`src/rtl/pipe_buf_if.sv`:
```
// pipe_buf_if: stage handshake bundle between an upstream writer, a downstream reader and pipe_buf.
interface pipe_buf_if #(
    parameter int DATA_W = 160,
    parameter int DEPTH  = 2
);
    localparam int CW = $clog2(DEPTH) + 1;
    logic              flush;
    logic              up_we;
    logic [DATA_W-1:0] up_din;
    logic              up_wack;
    logic              up_full;
    logic              buf_avail;
    logic              buf_re;
    logic              buf_rack;
    logic [DATA_W-1:0] dout;
    logic [CW-1:0]     count;
    modport master (
        output flush, up_we, up_din, buf_re,
        input  up_wack, up_full, buf_avail, buf_rack, dout, count
    );
    modport slave (
        input  flush, up_we, up_din, buf_re,
        output up_wack, up_full, buf_avail, buf_rack, dout, count
    );
endinterface

```
`src/rtl/pipe_buf.sv`:
```
// pipe_buf: inter-stage FIFO with level-request/one-cycle-ack handshakes and flush.
// Define PIPE_BUF_BYPASS_EN to let an empty buffer pass a same-cycle write straight to dout.
module pipe_buf #(
    parameter int DATA_W = 160,
    parameter int DEPTH  = 2
) (
    input logic       clk_i,
    input logic       rst_ni,
    pipe_buf_if.slave bus
);
    localparam int PW = $clog2(DEPTH);
    localparam int CW = PW + 1;
    logic [DATA_W-1:0] mem_q [DEPTH];
    logic [PW-1:0]     wptr_q, wptr_d, rptr_q, rptr_d;
    logic [CW-1:0]     count_q, count_d;
    logic              wack_q, wack_d, rack_q, rack_d;
    logic [DATA_W-1:0] dout_q, dout_d;
    logic              full, avail, wr_ok, rd_ok, byp, we, re;
    assign full  = count_q == CW'(DEPTH);
    assign avail = count_q != '0;
    // an ack already in flight masks its port so a held level request is taken once
    assign wr_ok = bus.up_we && !full && !wack_q && !bus.flush;
    assign rd_ok = bus.buf_re && avail && !rack_q && !bus.flush;
`ifdef PIPE_BUF_BYPASS_EN
    assign byp = !avail && bus.up_we && !wack_q && bus.buf_re && !rack_q && !bus.flush;
`else
    assign byp = 1'b0;
`endif
    assign we = wr_ok && !byp;
    assign re = rd_ok;
    always_comb begin
        wack_d  = wr_ok;
        rack_d  = rd_ok || byp;
        dout_d  = byp ? bus.up_din : rd_ok ? mem_q[rptr_q] : dout_q;
        count_d = bus.flush ? '0 : count_q + CW'(we) - CW'(re);
        wptr_d  = bus.flush ? '0 : wptr_q + PW'(we);
        rptr_d  = bus.flush ? '0 : rptr_q + PW'(re);
    end
    always_ff @(posedge clk_i or negedge rst_ni) begin
        if (!rst_ni) begin
            wptr_q  <= '0;
            rptr_q  <= '0;
            count_q <= '0;
            wack_q  <= 1'b0;
            rack_q  <= 1'b0;
            dout_q  <= '0;
        end else begin
            wptr_q  <= wptr_d;
            rptr_q  <= rptr_d;
            count_q <= count_d;
            wack_q  <= wack_d;
            rack_q  <= rack_d;
            dout_q  <= dout_d;
        end
    end
    // storage is deliberately left out of reset
    always_ff @(posedge clk_i) begin
        if (we) mem_q[wptr_q] <= bus.up_din;
    end
    assign bus.up_wack   = wack_q;
    assign bus.buf_rack  = rack_q;
    assign bus.dout      = dout_q;
    assign bus.count     = count_q;
    assign bus.up_full   = full;
    assign bus.buf_avail = avail;
endmodule
```
`src/flat_wrapper.sv`:
```
// flat-port wrapper written by rule: the top's interface ports become plain ports
module pipe_buf_flat 
#(
    parameter int DATA_W = 160,
    parameter int DEPTH  = 2
)
  (clk_i, rst_ni, bus_flush, bus_up_we, bus_up_din, bus_buf_re, bus_up_wack, bus_up_full, bus_buf_avail, bus_buf_rack, bus_dout, bus_count);
  pipe_buf_if #(.DATA_W(DATA_W), .DEPTH(DEPTH)) bus_i ();
  input logic clk_i;
  input logic rst_ni;
  input wire logic [$bits(bus_i.flush)-1:0] bus_flush;
  input wire logic [$bits(bus_i.up_we)-1:0] bus_up_we;
  input wire logic [$bits(bus_i.up_din)-1:0] bus_up_din;
  input wire logic [$bits(bus_i.buf_re)-1:0] bus_buf_re;
  output wire logic [$bits(bus_i.up_wack)-1:0] bus_up_wack;
  output wire logic [$bits(bus_i.up_full)-1:0] bus_up_full;
  output wire logic [$bits(bus_i.buf_avail)-1:0] bus_buf_avail;
  output wire logic [$bits(bus_i.buf_rack)-1:0] bus_buf_rack;
  output wire logic [$bits(bus_i.dout)-1:0] bus_dout;
  output wire logic [$bits(bus_i.count)-1:0] bus_count;
  assign bus_i.flush = bus_flush;
  assign bus_i.up_we = bus_up_we;
  assign bus_i.up_din = bus_up_din;
  assign bus_i.buf_re = bus_buf_re;
  assign bus_up_wack = bus_i.up_wack;
  assign bus_up_full = bus_i.up_full;
  assign bus_buf_avail = bus_i.buf_avail;
  assign bus_buf_rack = bus_i.buf_rack;
  assign bus_dout = bus_i.dout;
  assign bus_count = bus_i.count;
  pipe_buf #(.DATA_W(DATA_W), .DEPTH(DEPTH)) u_core (.clk_i(clk_i), .rst_ni(rst_ni), .bus(bus_i));
endmodule
```
`config.mk`:
```
export PLATFORM = sky130hd
export DESIGN_NAME = pipe_buf_flat
export DESIGN_NICKNAME = d
export VERILOG_FILES = /design/src/rtl/pipe_buf_if.sv /design/src/rtl/pipe_buf.sv /design/src/flat_wrapper.sv
export SDC_FILE = /design/constraint.sdc
export NUM_CORES = 1
export LEC_CHECK = 0
export CAP_MARGIN = 0
export CORE_AREA = 2 2 247 249
export DETAILED_ROUTE_END_ITERATION = 8
export DIE_AREA = 0 0 249 251
export PLACE_DENSITY = 0.55
export SYNTH_ARGS = -nofsm -noshare
export SYNTH_HDL_FRONTEND = slang
export SYNTH_SLANG_ARGS = --single-unit
```
`constraint.sdc`:
```
create_clock -name clk_i -period 7.2 [get_ports clk_i]
set_input_delay 1.44 -clock clk_i [delete_from_list [all_inputs] [get_ports clk_i]]
set_output_delay 1.44 -clock clk_i [all_outputs]
set_load 0.03 [all_outputs]
```
---- Word level (Yosys, flattened, before mapping) ----
Memory sizes are Yosys's and may differ from the RTL's. A register that Yosys moved wholly into a read port is not among the register bits.
Cells that the tools add are included.
Widths: inputs -> output; s select.
cells by class
  equal/unequal tests ..................... 1
  reduce and logical (&&, ||, !) cells .... 12
  add/sub/neg operators ................... 4
  mux-type cells .......................... 5
operators by type and width
  kind                count
  $logic_and 1x1->1   6
  $logic_not 1->1     5
  $mux 1              4
  $add 1x1->1         2
  $add 2x1->2         1
  $eq 2x2->1 const B  1
  $mux 2              1
  $reduce_bool 2->1   1
  $sub 2x1->2         1
word-level totals
  bits in registers ....................... 6
  memories ................................ 1
  RAM bits ................................ 320
  input port bits ......................... 165
memory list
  name          words  width  read ports  clocked after Yosys merged registers in  write ports  RTL line        source
  u_core.mem_q  2      160    1           1                                        1            pipe_buf.sv:13  logic [DATA_W-1:0] mem_q [DEPTH];

---- Logic depth before layout (Yosys ltp) ----
  depth in word-level cells ............... 8
  depth in mapped cells ................... 9

---- Least setup slack after synthesis ----
OpenSTA, ideal clock, no wires.
  path kind ............................... input to register
  start point ............................. in bus_flush
  end point ............................... mem u_core.mem_q[0][0], enable pin
  arrival time ............................ 5.820 ns
  stages .................................. 2
  buffers on the path ..................... 0
  setup time .............................. 0.540 ns
  path slack .............................. 0.840 ns
  cells stage by stage .................... nor4b_1 ha_1
on the way
  longest elaborated chain between the ends .. 4
ends and longest elaborated chain
  element                       RTL line            source
  start: declaration            flat_wrapper.sv:11  input wire logic [$bits(bus_i.flush)-1:0] bus_flush;
  $logic_not 1->1               pipe_buf.sv:22      assign wr_ok = bus.up_we && !full && !wack_q && !bus.flush;
  $logic_and 1x1->1             pipe_buf.sv:22
  $mux 1                        pipe_buf.sv:58      if (we) mem_q[wptr_q] <= bus.up_din;
  $mux 1 (implied by the code)  pipe_buf.sv:58
  end: declaration              pipe_buf.sv:13
No other way between the ends.

---- Final worst setup path ----
  start point ............................. in bus_flush
  end point ............................... mem u_core.mem_q[1][115], enable pin
on the way
  longest elaborated chain between the ends .. 4
ends and longest elaborated chain
  element                       RTL line        source
  $logic_not 1->1               pipe_buf.sv:22
  $logic_and 1x1->1             pipe_buf.sv:22
  named net u_core.wack_d       pipe_buf.sv:16  logic wack_q, wack_d, rack_q, rack_d;
  $mux 1                        pipe_buf.sv:58
  $mux 1 (implied by the code)  pipe_buf.sv:58
The timed path passes the listed nets, and every way through them passes these cells.

==> impl_metrics.ini <==
[clock_network]
cts_tree = built
cts_resized = 0
clock_tree.buffer_depth = 3
cts_setup_buffers = 0
cts_hold_buf = 0
ctsHtreeMaxLevel = 2
clk_pin_slew_ps = 60
cts_num_sinks = 486
cts_made_buffers = 52
clk_latency_ps = 580
cts_root_buf = clkbuf_16

[pwr]
ir_worst_vdd_v = 0.000193
netSwitchingPower_uw = 2940
switching_share_pct = 31.3
pwr-share-seq_pct = 40.9
intPower_uw = 6430
leakage_uw = 0.00844
clock_power_share_pct = 28.3
combPwrFrac_pct = 30.8
finalPower_uw = 9360
power.density_mw_per_mm2 = 395

[run]
maxCapViolCount = 0

[sta]
fin_crit_ps = 3740
tns_ps = 0
fin_crit_sh_pct = 51.9
rsz0062_at_grt = false
maxSlewViolCount = 0
max_freq_ghz = 0.267
relSlewSlack_pct = 32.9
worst_pin_slew_ps = 1010
finalClockSkew_ps = 17.2
hold_viol_final = 0
finalSetupViolCount = 0

[detailed_routing]
routedWlPerCell_um = 18.7
vias_per_cell = 4.25
dr.pass1.iters = 4
route.met2.wl_um = 18900
dr.first_iter.drc_count = 351
wl_um = 38400
wl_met1_um = 16900
maxUsedRoutingLayer = met5
drc = 0
drtAntennaViolNets = 0
num_vias = 8716
route.met3.wl_um = 1670

[layout]
diodes = 0
final_cell_mix = 329 x clkdlybuf4s50_1, 320 x edfxtp_1, 287 x mux2_2
fillerInstances = 5422
stdcell_count = 2049
final_common_cell = clkdlybuf4s50_1
syn_to_final_growth_pct = 33.6
nets = 1392
drive_above_1_share_pct = 30.9

[synth]
ys_seq_area_share_pct = 77.6
yosys_warnings = 0
yosysUniqueCellTypes = 20
synth_seq_cells = 486
synth_cells = 862
syn_nets = 1031
synth_area_mm2 = 0.0177
synth_area_per_cell_um2 = 20.6

[placed_design]
place_inst = 1951
place_hpwl_um = 23500
portBuffers = 330
gp_congestion = 0.709

[global_routing]
grt_pass1_vias = 9555
grt.total_usage_pct = 12.2
grt_max_degree = 93
grt_pass1_wl_um = 57900
overflow = 0
grt_antenna_before_repair = 1

[worst_setup_path]
critPathArrivalTime_ps = 3960
crit_path_end_kind = flip-flop
cp.required_ps = 7420
startpoint_type = input pin
critPathKind = in -> reg
worst_path_max_delay_cell = ha_4
slowest_delay_ps = 560
crit_fanout = 82
cp_cell_sequence = clkdlybuf4s50_1, nor4b_1, buf_4, ha_4, buf_12

[floorplanning]
die_x_um = 249
io_pins = 331
die-area_mm2 = 0.0625
fp-row-count = 90
die_h_um = 251
start_util_pct = 29.7
core_mm2 = 0.0598

[outcome]
status = complete, no violations

[min_path]
min_path_type = reg -> reg
[worst paths after layout]
check / startpoint / to / slack (ps) / cells past startpoint
setup / recovery: bus_flush / u_core.mem_q[1][115] / 3460 / 5
hold / removal: u_core.bus.dout[82] / u_core.bus.dout[82] / 480 / 1
setup reg to reg: u_core.bus.count[1] / u_core.mem_q[1][115] / 4370 / 5
hold reg to reg: u_core.bus.dout[82] / u_core.bus.dout[82] / 480 / 1
max in group asynchronous: rst_ni / u_core.bus.dout[13] / 5240 / 2
min in group asynchronous: rst_ni / u_core.bus.dout[85] / 890 / 1
[worst max-delay path: cells and delay by family]
kind / cells / cell delay [ps]
buffers and inverters: 3 / 1180
adders and majority gates: 1 / 560
and+or+nand+nor: 1 / 530
[Yosys cell counts]
cell      number  area share (%)
or3_1          1           0.035
ha_1           4            0.28
buf_6          9            0.57
dfrtp_1      166              23
nor3_2         1           0.056
edfxtp_1     320              54
mux2_2       287              18
xor2_1         1           0.049
mux2_1        33             2.1
a21oi_1        1           0.028
nor2b_1        2           0.071
xnor2_1        1           0.049
buf_2         16            0.45
nand2b_1       1           0.035
nor4b_1        1           0.049
o21ai_0        1           0.028
nor2_1         3           0.063
clkbuf_1       9            0.19
buf_4          1           0.042
inv_1          4           0.085
[layout make-up]
class,instances,area (µm²),area share [%]
Clock inverter,28,248,1.05
Clock buffer,70,1470,6.21
Tap cell,782,978,4.13
Sequential cell,486,13800,58.1
Timing Repair Buffer,342,3440,14.5
Multi-Input combinational cell,337,3770,15.9
Inverter,4,15.0,0.0634
[state kept, by name, indices dropped and copies added (netlist names)]
register             cells
u_core.bus.count         2
u_core.mem_q           320
u_core.wptr_q            1
u_core.bus.up_wack       1
u_core.bus.buf_rack      1
u_core.rptr_q            1
u_core.bus.dout        160
[through the flow]
step	utilization, %	setup WS [ps]	instance area [µm²]	hold slack, ps
floorplan	-	840	17700	561
global placement	36.7	2880	22000	468
detailed placement	36.7	2890	22000	477
CTS	39.6	3510	23700	490
global route	39.6	3350	23700	494
finish	39.6	3460	23700	483
[routing by layer]
metal	vias to the layer above	global-route usage, %
met5	-	0
met4	2	3.81
met3	66	2.71
met2	210	20.7
met1	4435	15.5
li1	4003	-
[power groups by stage]
stage	Clock, µW	Sequential, µW	Combinational, µW
after floorplan	0	4750	724
after global placement	0	3880	2910
after detailed placement	0	3890	2920
after CTS	2740	3850	2940
after global routing	2840	3910	3020
final	2650	3830	2880
[cell families (layout without fill, tap and decap cells)]
family / count (synthesis) / in the layout / synth area share (%)
flops: 486 / 486 / 77.6
buf+inv: 39 / 444 / 1.34
fa+ha+maj: 4 / 4 / 0.282
xor+xnor: 2 / 2 / 0.0988
compound gates: 2 / 2 / 0.0564
simple gates: 9 / 9 / 0.310
mux: 320 / 320 / 20.3
(Power assumes the default switching activity.)
